File: config.mk
export PLATFORM = sky130hd
export DESIGN_NAME = fifo_bist
export DESIGN_NICKNAME = d
export VERILOG_FILES = /design/src/rtl/fifo_bist_pkg.sv /design/src/rtl/fifo_bist_pattern.sv /design/src/rtl/fifo_bist.sv
export SDC_FILE = /design/constraint.sdc
export NUM_CORES = 1
export LEC_CHECK = 0
export ABC_AREA = 1
export ABC_CLOCK_PERIOD_IN_PS = 2400
export CAP_MARGIN = 20
export CORE_MARGIN = 4
export CORE_UTILIZATION = 55
export DETAILED_ROUTE_END_ITERATION = 7
export GPL_TIMING_DRIVEN = 0
export PLACE_DENSITY = 0.88
export SYNTH_ARGS = -nofsm -noshare
export SYNTH_HDL_FRONTEND = slang
export SYNTH_HIERARCHICAL = 1
export SYNTH_SLANG_ARGS = --single-unit
export TNS_END_PERCENT = 1
File: constraint.sdc
create_clock -name clk -period 2.4 [get_ports clk]
set_input_delay 0.36 -clock clk [delete_from_list [all_inputs] [get_ports clk]]
set_output_delay 0.36 -clock clk [all_outputs]
set_load 0.1 [all_outputs]
File: src/rtl/fifo_bist_pkg.sv
// Shared types and constants for the fifo_bist traffic source/sink.
// Pattern selection is controlled by the FIFO_BIST_LFSR_EN macro (see fifo_bist_pattern).
package fifo_bist_pkg;

   typedef enum logic [1:0] {
      ST_IDLE  = 2'd0,
      ST_FILL  = 2'd1,
      ST_DRAIN = 2'd2,
      ST_DONE  = 2'd3
   } state_e;

   // Galois feedback mask for x^32+x^22+x^2+x+1 (right-shifting form)
   localparam logic [31:0] LFSR_POLY   = 32'h8020_0003;
   localparam int          DEF_SEED    = 1;
   localparam int          DEF_TIMEOUT = 100;

   function automatic logic [31:0] lfsr_step(input logic [31:0] s);
      return s[0] ? ((s >> 1) ^ LFSR_POLY) : (s >> 1);
   endfunction

endpackage

File: src/rtl/fifo_bist_pattern.sv
// Pattern generator: one word per advance, reloaded to SEED on load/reset.
// FIFO_BIST_LFSR_EN defined  -> 32-bit Galois LFSR.
// FIFO_BIST_LFSR_EN undefined -> incrementing counter (wraps modulo 2^DATA_WIDTH).
module fifo_bist_pattern
   import fifo_bist_pkg::*;
#(
   parameter int          DATA_WIDTH = 32,
   parameter logic [31:0] SEED       = 32'd1
) (
   input  logic                  clk,
   input  logic                  reset_i,
   input  logic                  load_i,
   input  logic                  advance_i,
   output logic [DATA_WIDTH-1:0] word_o
);

   logic [31:0] state_q;
   logic [31:0] state_d;

`ifdef FIFO_BIST_LFSR_EN
   assign state_d = lfsr_step(state_q);
`else
   // Low DATA_WIDTH bits of a 32-bit count wrap modulo 2^DATA_WIDTH
   assign state_d = state_q + 32'd1;
`endif

   // Generator state: reload wins over advance
   always_ff @(posedge clk) begin
      if (reset_i || load_i) state_q <= SEED;
      else if (advance_i)    state_q <= state_d;
   end

   assign word_o = state_q[DATA_WIDTH-1:0];

endmodule

File: src/rtl/fifo_bist.sv
// FIFO self-test source/sink: one FILL-then-DRAIN pass per start pulse,
// checking pop order/data against a regenerated pattern.
// Build option: FIFO_BIST_LFSR_EN selects the LFSR pattern instead of a counter.
module fifo_bist
   import fifo_bist_pkg::*;
#(
   parameter int DATA_WIDTH  = 32,
   parameter int CNT_WIDTH   = 8,
   parameter int FULL_CYCLES = 2,
   parameter int TIMEOUT     = DEF_TIMEOUT,
   parameter int SEED        = DEF_SEED
) (
   input  logic                  clk,
   input  logic                  reset_i,
   input  logic                  start_i,
   input  logic [CNT_WIDTH-1:0]  burst_len_i,
   output logic [DATA_WIDTH-1:0] push_data_o,
   output logic                  push_valid_o,
   input  logic                  push_ready_i,
   input  logic [DATA_WIDTH-1:0] pop_data_i,
   input  logic                  pop_valid_i,
   output logic                  pop_ready_o,
   output logic                  busy_o,
   output logic                  done_o,
   output logic                  pass_o,
   output logic [CNT_WIDTH-1:0]  pushed_o,
   output logic [CNT_WIDTH-1:0]  err_count_o
);

   localparam int IDLE_W = $clog2(TIMEOUT + 1);
   localparam int FULL_W = $clog2(FULL_CYCLES + 1);
   localparam logic [CNT_WIDTH-1:0] CNT_MAX = '1;

   state_e                state_q;
   logic [CNT_WIDTH-1:0]  blen_q, pushed_q, popped_q, err_q;
   logic [IDLE_W-1:0]     idle_q;
   logic [FULL_W-1:0]     full_q;
   logic                  push_valid_q, pop_ready_q, busy_q, done_q;
   logic                  timeout_q, overrun_q;

   logic [DATA_WIDTH-1:0] exp_word;
   logic                  start_ok, push_fire, pop_fire, mismatch;
   logic                  fill_end, full_hit, idle_hit;
   logic [CNT_WIDTH-1:0]  pushed_d, popped_d, err_d;

   assign start_ok  = start_i && (state_q == ST_IDLE || state_q == ST_DONE);
   assign push_fire = push_valid_q && push_ready_i;
   assign pop_fire  = pop_valid_i && pop_ready_q;
   assign mismatch  = pop_fire && (pop_data_i != exp_word);

   // Saturating counters never wrap back to zero
   assign pushed_d = (push_fire && pushed_q != CNT_MAX) ? pushed_q + 1'b1 : pushed_q;
   assign popped_d = (pop_fire  && popped_q != CNT_MAX) ? popped_q + 1'b1 : popped_q;
   assign err_d    = (mismatch  && err_q    != CNT_MAX) ? err_q    + 1'b1 : err_q;

   // burst_len 0 means "until full"; saturation also ends FILL in that mode
   assign fill_end = (blen_q != '0) ? (pushed_d == blen_q) : (pushed_d == CNT_MAX);
   assign full_hit = !push_ready_i && (full_q == FULL_W'(FULL_CYCLES - 1));
   assign idle_hit = !pop_fire && (idle_q == IDLE_W'(TIMEOUT - 1));

   fifo_bist_pattern #(.DATA_WIDTH(DATA_WIDTH), .SEED(32'(SEED))) u_tx (
      .clk(clk), .reset_i(reset_i), .load_i(start_ok), .advance_i(push_fire), .word_o(push_data_o)
   );

   fifo_bist_pattern #(.DATA_WIDTH(DATA_WIDTH), .SEED(32'(SEED))) u_exp (
      .clk(clk), .reset_i(reset_i), .load_i(start_ok), .advance_i(pop_fire), .word_o(exp_word)
   );

   // Pass sequencer: state, counters and registered handshake/status outputs
   always_ff @(posedge clk) begin
      if (reset_i) begin
         state_q      <= ST_IDLE;
         blen_q       <= '0;
         pushed_q     <= '0;
         popped_q     <= '0;
         err_q        <= '0;
         idle_q       <= '0;
         full_q       <= '0;
         push_valid_q <= 1'b0;
         pop_ready_q  <= 1'b0;
         busy_q       <= 1'b0;
         done_q       <= 1'b0;
         timeout_q    <= 1'b0;
         overrun_q    <= 1'b0;
      end else begin
         case (state_q)
            ST_IDLE, ST_DONE: begin
               // Anything still arriving after the pass closed means the FIFO held extra words
               if (state_q == ST_DONE && pop_valid_i) overrun_q <= 1'b1;
               if (start_ok) begin
                  state_q      <= ST_FILL;
                  blen_q       <= burst_len_i;
                  pushed_q     <= '0;
                  popped_q     <= '0;
                  err_q        <= '0;
                  idle_q       <= '0;
                  full_q       <= '0;
                  timeout_q    <= 1'b0;
                  overrun_q    <= 1'b0;
                  push_valid_q <= 1'b1;
                  busy_q       <= 1'b1;
                  done_q       <= 1'b0;
               end
            end
            ST_FILL: begin
               pushed_q <= pushed_d;
               full_q   <= push_ready_i ? '0 : full_q + 1'b1;
               if (fill_end || full_hit) begin
                  state_q      <= ST_DRAIN;
                  push_valid_q <= 1'b0;
                  pop_ready_q  <= 1'b1;
               end
            end
            ST_DRAIN: begin
               popped_q <= popped_d;
               err_q    <= err_d;
               idle_q   <= pop_fire ? '0 : idle_q + 1'b1;
               if (popped_d == pushed_q) begin
                  state_q     <= ST_DONE;
                  pop_ready_q <= 1'b0;
                  busy_q      <= 1'b0;
                  done_q      <= 1'b1;
               end else if (idle_hit) begin
                  state_q     <= ST_DONE;
                  pop_ready_q <= 1'b0;
                  busy_q      <= 1'b0;
                  done_q      <= 1'b1;
                  timeout_q   <= 1'b1;
               end
            end
            default: state_q <= ST_IDLE;
         endcase
      end
   end

   assign push_valid_o = push_valid_q;
   assign pop_ready_o  = pop_ready_q;
   assign busy_o       = busy_q;
   assign done_o       = done_q;
   assign pass_o       = done_q && (err_q == '0) && !timeout_q && !overrun_q;
   assign pushed_o     = pushed_q;
   assign err_count_o  = err_q;

endmodule

Yosys cells after proc, flatten, opt, wreduce, memory -nomap -nowiden
Cells that the tools add are included.
- register bits after elaboration: 113
- input bits: 45
- output and inout bits: 53
- logic and storage cells: 113
- add/sub/neg operators: 7
- equal/unequal tests: 18
- multiplexer cells: 35
- reductions and logical operators: 38
- operators with widths (cell ; count):
    adder 32 x 1 -> 32 bit (second input constant) ; 2
    one-hot mux 8 bit (2 select lines) ; 3
    two-way mux 8 bit ; 4
    != test 32 bit ; 1
    adder 8 x 1 -> 8 bit (second input constant) ; 3
    != test 8 bit (second input constant) ; 3
    == test 8 bit ; 2
    AND reduction 3 bit ; 5
    two-way mux 7 bit ; 2
    one-hot mux 7 bit (2 select lines) ; 1
    logical AND 1 bit ; 13
    two-way mux 1 bit ; 12
    two-way mux 2 bit ; 6
    one-hot mux 1 bit (2 select lines) ; 5
    == test 8 bit (second input constant) ; 1
    zero test 8 bit ; 1
    != test 2 bit (second input constant) ; 4
    AND reduction 2 bit ; 4
    nonzero test 2 bit ; 4
    nonzero test 8 bit ; 1
    adder 7 x 1 -> 7 bit (second input constant) ; 1
    == test 7 bit (second input constant) ; 1
    one-hot mux 2 bit (3 select lines) ; 1
    == test 2 x 1 -> 1 bit (second input constant) ; 2
    10 further kinds ; 16

Depth between registers and ports, before layout
Gate-level depths: netlist of run 1.
- word-level depth: 8
- mapped depth: 18
- depth with buffers taken out: 18

Cells and area by module
The synthesis of run 1 kept the hierarchy.
- by module, submodules not included (module ; times used ; cells an instance ; area each (µm²) ; sequential area each (µm²)):
    fifo_bist ; 1 ; 597 ; 3636.0 ; 980.9
    fifo_bist_pattern (u_exp) ; 1 ; 277 ; 1799.2 ; 640.6
    fifo_bist_pattern (u_tx) ; 1 ; 276 ; 1775.5 ; 640.6

Worst setup path after synthesis of run 1
Ideal clock, no wire load.
- kind: register to output
- start: register done_q (netlist: done_o)
- end: output pass_o
- arrival: 3943 ps
- data required time: 2040 ps
- path slack: -1903 ps
- cell stages (with the launch flop): 3
- path buffers: 0
- path through: dfxtp_1 nand3_1 nor4_1
- word-level cells in the longest chain between the ends: 3
- RTL lines (what ; line ; text):
    from (decl) ; fifo_bist.sv:38 ; logic push_valid_q, pop_ready_q, busy_q, done_q;
    from (signal assigned) ; fifo_bist.sv:82 ; done_q <= 1'b0;
    from (signal assigned) ; fifo_bist.sv:102 ; done_q <= 1'b0;
    from (signal assigned) ; fifo_bist.sv:122 ; done_q <= 1'b1;
    logical AND 1 bit (3 in a row) ; fifo_bist.sv:140 ; assign pass_o = done_q && (err_q == '0) && !timeout_q && !overrun_q;
    to (decl) ; fifo_bist.sv:25 ; output logic pass_o,
Every way passes these cells.

Worst setup path after layout of run 1
- start: register u_tx.state_q[16] (netlist: u_tx/word_o[16])
- end: output push_data_o[16]
- RTL lines (what ; line ; text):
    from (decl) ; fifo_bist_pattern.sv:17 ; logic [31:0] state_q;
    from (signal assigned) ; fifo_bist_pattern.sv:30 ; else if (advance_i) state_q <= state_d;
    to (decl) ; fifo_bist.sv:17 ; output logic [DATA_WIDTH-1:0] push_data_o,
No word-level cell between the ends.

==> results of run 1 <==
-- layout make-up --
class	count	area share, %
well taps	172	2.39
clock inverters	8	1.00
multi-input cells	868	48.0
repair buffers	97	11.0
inverters	152	6.37
flip-flops and latches	113	25.2
plain buffers	17	0.986
clock buffers	21	5.00
-- cell usage after synthesis, drive strengths merged (4+ instances only) --
library cell / number / area share [%]
a21oi: 78 / 5.4
buf: 7 / 0.66
clkbuf: 10 / 0.52
dfxtp: 113 / 31
ha: 12 / 2.1
inv: 151 / 7.9
nand2: 328 / 18
nand3: 113 / 8.5
nand4: 38 / 3.3
nor2: 196 / 13
nor3: 15 / 1.2
nor3b: 5 / 0.52
nor4: 6 / 0.52
o21a: 4 / 0.42
o21ai: 29 / 2.0
xnor2: 11 / 1.3
xor2: 22 / 2.7
-- worst paths after layout --
| kind | start | to | slack, ps | depth (start not counted) |
|---|---|---|---|---|
| hold reg to reg | blen_q[3] | blen_q[3] | 480 | 2 |
| setup / recovery | u_tx/word_o[16] | push_data_o[16] | 50 | 1 |
| hold / removal | blen_q[3] | blen_q[3] | 480 | 2 |
| setup reg to reg | state_q[0] | full_q[1] | 120 | 9 |
-- power groups by stage --
stage                     combinational (mW)  clock [mW]  sequential, mW
after global placement                  2.31           0            2.20
final                                   2.45        2.35            2.17
after floorplan                         1.45           0            2.51
after CTS                               2.39        2.38            2.16
after detailed placement                2.35           0            2.20
after global routing                    2.68        2.48            2.18
-- cells by family (layout without fill, tap and decap cells) --
kind of cell,Yosys count,in the layout
AND/OR/NAND/NOR,710,710
buffers and inverters,169,295
AO/OA/AOI/OAI,113,113
flip-flops,113,113
XOR/XNOR,33,33
adder cells (fa/ha/maj),12,12
-- routing by layer --
layer,up-vias,GRT usage [%],routed length [µm]
met1,3511,32.3,8260
met5,-,0,0
met4,0,8.12,342
met3,33,6.36,1350
met2,275,43.1,9110
li1,3910,-,-
-- through the flow --
step           instance area [µm²]  power, mW  hold WS, ps
3_3_place_gp                  8420       4.51          451
6_report                      9010       6.97          476
3_5_place_dp                  8420       4.55          467
5_1_grt                       9010       7.34          492
4_1_cts                       8960       6.94          475
2_1_floorplan                 7230       3.96          444
-- sequential cells by signal, summed over array words and instances, names as in the netlist --
signal and flops:
blen_q 8, busy_o 1, done_o 1, err_count_o 8
full_q 2, idle_q 7, overrun_q 1, pop_ready_o 1
popped_q 8, push_valid_o 1, pushed_o 8, state_q 2
timeout_q 1, u_exp/word_o 32, u_tx/word_o 32
-- what timing repair did --
| action | 4_1_cts | 5_1_grt |
|---|---|---|
| hold buffers | 0 | 0 |
| setup endpoints to repair | 39 | 50 |
| resized for setup | 18 | 25 |
| pin swaps | 0 | 0 |
==> results.sh, run 1 <==
export IMPL_placementRows=41
export IMPL_synthesis_area_mm2=0.00721
export IMPL_tritoncts_num_buffers=17
export IMPL_fin_tns_setup_ps=0
export IMPL_run_status="finished clean"
export IMPL_cts_htree_levels=4
export IMPL_cellPowerDensity_mw_per_mm2=773
export IMPL_drt_total_wl_mm=19.1
export IMPL_grt_pass1_vias=6996
export IMPL_total_of_buffers_placed_on_input_and_output_ports=97
export IMPL_switching_share_pct=38.8
export IMPL_post_synth_edffs=0
export IMPL_drt_iter0_markers=653
export IMPL_report_final_setup_viol=0
export IMPL_number_of_clock_sinks=113
export IMPL_post_place_ws_ps=-237
export IMPL_netlist_cell_type_count=33
export IMPL_seqCellArea_mm2=0.00227
export IMPL_finish_utilization_pct=70.8
export IMPL_antenna_cells=0
export IMPL_nNetsFinal=1323
export IMPL_synth_adder_area_share_pct=2.08
export IMPL_cts_clk_slew_worst_paths_ps=50
export IMPL_p_int_mw=4.27
export IMPL_avgRoutedWirePerCell_um=13.2
export IMPL_clock_skew_ps=5.50
export IMPL_io_pins=98
export IMPL_layout_worst_path_cycle_share_pct=97.9
export IMPL_pin_count_of_the_biggest_net_entering_global_routing=17
export IMPL_critical_path_startpoint_type="flip-flop"
export IMPL_ir_drop_uv=413
export IMPL_crit_arrival_ps=1990
export IMPL_initial_utilization_pct=56.7
export IMPL_synth_flop_cell="sky130_fd_sc_hd__dfxtp_1"
export IMPL_synthesis_yosys_warnings=6
export IMPL_synth_avg_cell_area_um2=6.27
export IMPL_timing_final_ws_setup_ps=50.9
export IMPL_via_count=7729
export IMPL_grt_antenna_before_repair=0
export IMPL_synth_nets=1207
export IMPL_mux_cell_area_share_after_synthesis_pct=0
export IMPL_gp_congestion=0.911
export IMPL_timing_critical_path_buf_inv=1
export IMPL_die_area_mm2=0.0150
export IMPL_cts_setup_buffers=0
export IMPL_grt_first_pass_wirelength_mm=31.4
export IMPL_hpwl_mm=13.7
export IMPL_max_clock_path_buffers=2
export IMPL_synth_seq_area_share_pct=31.4
export IMPL_detail_route_first_pass_iterations=5
export IMPL_timing_final_crit_period_ps=2350
export IMPL_end_kind="primary output"
export IMPL_layout_filler_cells=1074
export IMPL_worst_path_largest_cell_delay_ps=1170
export IMPL_maxClockFrequency_mhz=426
export IMPL_p_sw_mw=2.70
export IMPL_maxSlewHeadroom_pct=32.0
export IMPL_hp_class="flip-flop to flip-flop"
export IMPL_synth_xor_area_share_pct=4.01
export IMPL_timing_critical_path_cells="clkdlybuf4s50_1"
export IMPL_maxCapViolations=0
export IMPL_area_of_the_multi_input_gates_mm2=0.00433
export IMPL_layout_cells_most_common_list="312 x sky130_fd_sc_hd__nand2_1, 161 x sky130_fd_sc_hd__nor2_1, 145 x sky130_fd_sc_hd__inv_1"
export IMPL_total_grt_usage_pct=25.6
export IMPL_post_placement_cell_count=1419
export IMPL_die_width_um=123
export IMPL_p_comb_share_pct=35.1
export IMPL_clock_tree_from_tritoncts="built"
export IMPL_combinational_family_with_the_most_area_after_synthesis="simple AND/OR/NAND/NOR gates"
export IMPL_timing_worst_slew_pin_value_ps=1020
export IMPL_crit_family="buffers and inverters"
export IMPL_root_buffer="sky130_fd_sc_hd__clkbuf_16"
export IMPL_synth_simple_area_share_pct=45.4
export IMPL_post_synth_inst_count=1150
export IMPL_synth_compound_area_share_pct=8.05
export IMPL_worst_skew_pair_late_latency_ps=410
export IMPL_area_growth_synth_to_final_pct=25.0
export IMPL_worst_path_max_fanout=5
export IMPL_drc_errors=0
export IMPL_slew_violations=0
export IMPL_worst_setup_path_type="flip-flop to primary output"
export IMPL_grt_setup_unrepaired="yes"
export IMPL_required_ps=2040
export IMPL_layout_cells_non_filler=1448
export IMPL_cpMaxStageDelayCell="sky130_fd_sc_hd__clkdlybuf4s50_1"
export IMPL_postSynth_asyncResetShare_pct=0
export IMPL_avgViaCountPerCell=5.34
export IMPL_final_common_cell="sky130_fd_sc_hd__nand2_1"
export IMPL_power_sequential_fraction_pct=31.1
export IMPL_final_antenna_net_count=0
export IMPL_synth_seq_cells=113
export IMPL_design_core_area_mm2=0.0127
export IMPL_pwr_share_clk_pct=33.8
export IMPL_die_height_um=123
export IMPL_overflow=0
export IMPL_post_route_cells_drive_above_1_share_pct=9.09
export IMPL_hold_viol_final=0
export IMPL_power_leakage_nw=3.91
No activity file was read; power rests on OpenSTA's default activity.
==> run 2, diff against run 1 <==
--- a/config.mk
+++ b/config.mk
@@ -5,14 +5,13 @@
 export SDC_FILE = /design/constraint.sdc
 export NUM_CORES = 1
 export LEC_CHECK = 0
-export ABC_AREA = 1
 export ABC_CLOCK_PERIOD_IN_PS = 2400
 export CAP_MARGIN = 20
 export CORE_MARGIN = 4
 export CORE_UTILIZATION = 55
 export DETAILED_ROUTE_END_ITERATION = 7
 export GPL_TIMING_DRIVEN = 0
-export PLACE_DENSITY = 0.88
+export PLACE_DENSITY = 0.89
 export SYNTH_ARGS = -nofsm -noshare
 export SYNTH_HDL_FRONTEND = slang
 export SYNTH_HIERARCHICAL = 1
==> results.sh, run 2 <==
export IMPL_cts_htree_levels=4
export IMPL_area_fraction_of_the_dominant_cell_type_after_synthesis_pct=34.9
export IMPL_crit_arrival_ps=2960
export IMPL_grt_setup_unrepaired="yes"
export IMPL_nNetsFinal=965
export IMPL_final_common_cell="sky130_fd_sc_hd__dfxtp_1"
export IMPL_initial_utilization_pct=56.5
export IMPL_grt_most_used_layer="met2"
export IMPL_grt_first_pass_wirelength_mm=29.3
export IMPL_detail_route_first_pass_iterations=5
export IMPL_report_final_setup_viol=5
export IMPL_drc_errors=0
export IMPL_worst_skew_pair_late_latency_ps=420
export IMPL_timing_final_ws_setup_ps=-235
export IMPL_synth_flop_cell="sky130_fd_sc_hd__dfxtp_1"
export IMPL_crit_family="simple AND/OR/NAND/NOR gates"
export IMPL_postSynth_asyncResetShare_pct=0
export IMPL_hold_viol_final=0
export IMPL_drt_iter0_markers=621
export IMPL_cpMaxStageDelayCell="sky130_fd_sc_hd__or4_4"
export IMPL_post_synth_edffs=0
export IMPL_drt_total_wl_mm=18.2
export IMPL_die_area_mm2=0.0136
export IMPL_synth_avg_cell_area_um2=8.29
export IMPL_io_pins=98
export IMPL_area_growth_synth_to_final_pct=31.4
export IMPL_via_count=6497
export IMPL_synth_seq_area_share_pct=34.9
export IMPL_synth_nets=838
export IMPL_layout_cells_most_common_list="96 x sky130_fd_sc_hd__dfxtp_1, 77 x sky130_fd_sc_hd__clkdlybuf4s50_1, 72 x sky130_fd_sc_hd__a21oi_1"
export IMPL_maxSlewHeadroom_pct=32.7
export IMPL_tritoncts_num_buffers=17
export IMPL_critical_path_startpoint_type="flip-flop"
export IMPL_timing_worst_slew_pin_value_ps=1010
export IMPL_number_of_clock_sinks=113
export IMPL_cts_clk_slew_worst_paths_ps=60
export IMPL_final_area_mm2=0.00851
export IMPL_worst_path_largest_cell_delay_ps=570
export IMPL_power_leakage_nw=3.33
export IMPL_synthesis_area_mm2=0.00647
export IMPL_avgRoutedWirePerCell_um=17.1
export IMPL_maxCapViolations=0
export IMPL_synth_area_leaders="sky130_fd_sc_hd__dfxtp_1 35%, sky130_fd_sc_hd__xor2_1 8.8%, sky130_fd_sc_hd__a21oi_1 5.6%"
export IMPL_run_status="complete, but fails checks"
export IMPL_layout_worst_path_cycle_share_pct=110
export IMPL_worst_setup_path_type="flip-flop to flip-flop"
export IMPL_ir_drop_uv=576
export IMPL_maxClockFrequency_mhz=379
export IMPL_final_antenna_net_count=0
export IMPL_pin_count_of_the_biggest_net_entering_global_routing=24
export IMPL_total_of_buffers_placed_on_input_and_output_ports=97
export IMPL_timing_final_crit_period_ps=2640
export IMPL_post_synth_most_frequent_cells="113 x sky130_fd_sc_hd__dfxtp_1, 73 x sky130_fd_sc_hd__a21oi_1, 69 x sky130_fd_sc_hd__nand2_1"
export IMPL_instance_area_at_placement_mm2=0.00769
export IMPL_synthesis_yosys_warnings=6
export IMPL_post_synth_top_count_cell="sky130_fd_sc_hd__dfxtp_1"
export IMPL_hpwl_mm=12.3
export IMPL_fin_worst_hold_slack_ps=457
export IMPL_total_grt_usage_pct=27.1
export IMPL_end_kind="flip-flop"
export IMPL_design_core_area_mm2=0.0115
export IMPL_max_clock_path_buffers=2
export IMPL_use_met3_pct=5.44
export IMPL_slew_violations=0
export IMPL_grt_pass1_vias=6195
export IMPL_post_synth_inst_count=781
export IMPL_post_route_cells_drive_above_1_share_pct=14.3
export IMPL_violations="negative setup slack"
export IMPL_timing_critical_path_buf_inv=0
export IMPL_cellPowerDensity_mw_per_mm2=741
export IMPL_overflow=0
export IMPL_worst_path_max_fanout=3
export IMPL_gp_congestion=0.894
export IMPL_root_buffer="sky130_fd_sc_hd__clkbuf_16"
export IMPL_antenna_cells=0
export IMPL_clock_tree_from_tritoncts="built"
export IMPL_grt_util_met1_pct=33.9
export IMPL_post_place_ws_ps=-841
export IMPL_required_ps=2720
export IMPL_grt_antenna_before_repair=0
export IMPL_die_height_um=116
export IMPL_timing_critical_path_depth=9
export IMPL_hp_class="input port to flip-flop"
export IMPL_ff2ff_path_depth=9
export IMPL_netlist_cell_type_count=70
export IMPL_critical_path_top_cell_by_count="sky130_fd_sc_hd__nand3_4"
export IMPL_synth_largest_area_cell="sky130_fd_sc_hd__dfxtp_1"
export IMPL_ctsHoldBuffers=0
export IMPL_synth_seq_cells=113
export IMPL_grt_use_met2_pct=44.9
export IMPL_timing_critical_path_cells="ha_4, nand3_4, or3_1, a211oi_2, a31oi_1, or4_4, nand3_4, or3b_1, a221oi_2"
export IMPL_worst_hold_path_cell_count=3
export IMPL_placementRows=39
export IMPL_clock_skew_ps=8.91
export IMPL_die_width_um=116
export IMPL_avgViaCountPerCell=6.11
[run 2: cell count changes in the layout (fill, tap and decap cells not counted), sizes merged, moves of 16 or more]
cell   change
nor2     -129
and4      +17
or4       +16
buf       +22
nand3     -75
inv      -131
or3       +27
nand2    -258
nor4      +16
xor2      +43
[run 2: through the flow]
stage               power (mW)  utilization, %  std cells  setup TNS, ps
global placement          3.71            67.0       1021         -29640
floorplan                 3.31               -        781           -630
global route              6.58            74.2       1064          -8370
finish                    6.30            74.2       1064           -509
detailed placement        3.75            67.0       1021         -29710
CTS                       6.26            73.6       1064           -375
[run 2: kinds of logic after synthesis]
family          synth area share, %
mux                            2.32
xor+xnor                       11.0
simple gates                   31.0
buf+inv                        4.37
compound gates                 14.1
flops                          34.9
fa+ha+maj                      2.32
[run 2: repair_timing]
| item | CTS | global route |
|---|---|---|
| endpoints found under the hold margin | 0 | 0 |
| pin swaps | 14 | 2 |
| setup buffers | 13 | 0 |
| setup endpoints to repair | 72 | 76 |
| gates resized for setup | 32 | 27 |
[run 2: final cells by class]
cell class	instances	area (µm²)
inverter	17	63.8
tap	143	179
timing repair buffer	110	1100
clock buffer	24	502
fill	819	2960
sequential	113	2310
buffer	36	218
clock inverter	8	76.3
multi-input combinational	613	4060
[run 2: final timing paths]
path | start | end | slack [ps]
max | popped_q[0] | pop_ready_o | -240
min | pop_valid_i | overrun_q | 460
max reg2reg | popped_q[0] | pop_ready_o | -240
min reg2reg | u_tx/word_o[31] | u_tx/word_o[31] | 470
[run 2: worst register-to-register path: cells and delay by family (launching register included)]
family	cells	cell delay [ps]
AO/OA/AOI/OAI	3	550
flip-flops	1	370
adder cells (fa/ha/maj)	1	160
AND/OR/NAND/NOR	5	1460
[run 2: power breakdown]
part,total (mW),internal (mW),leakage [nW],switching [mW]
clock network,2.43,1.56,0.283,0.877
logic,1.78,0.622,2.13,1.16
registers,2.08,1.97,0.924,0.112
total,6.30,4.15,3.33,2.15
[run 2: routing by layer]
metal	wire [µm]	share of wire [%]	vias up
met3	1150	6.3	51
met2	9000	50	259
met1	7530	41	3063
li1	-	-	3124
met4	506	2.8	0
met5	0	0	-
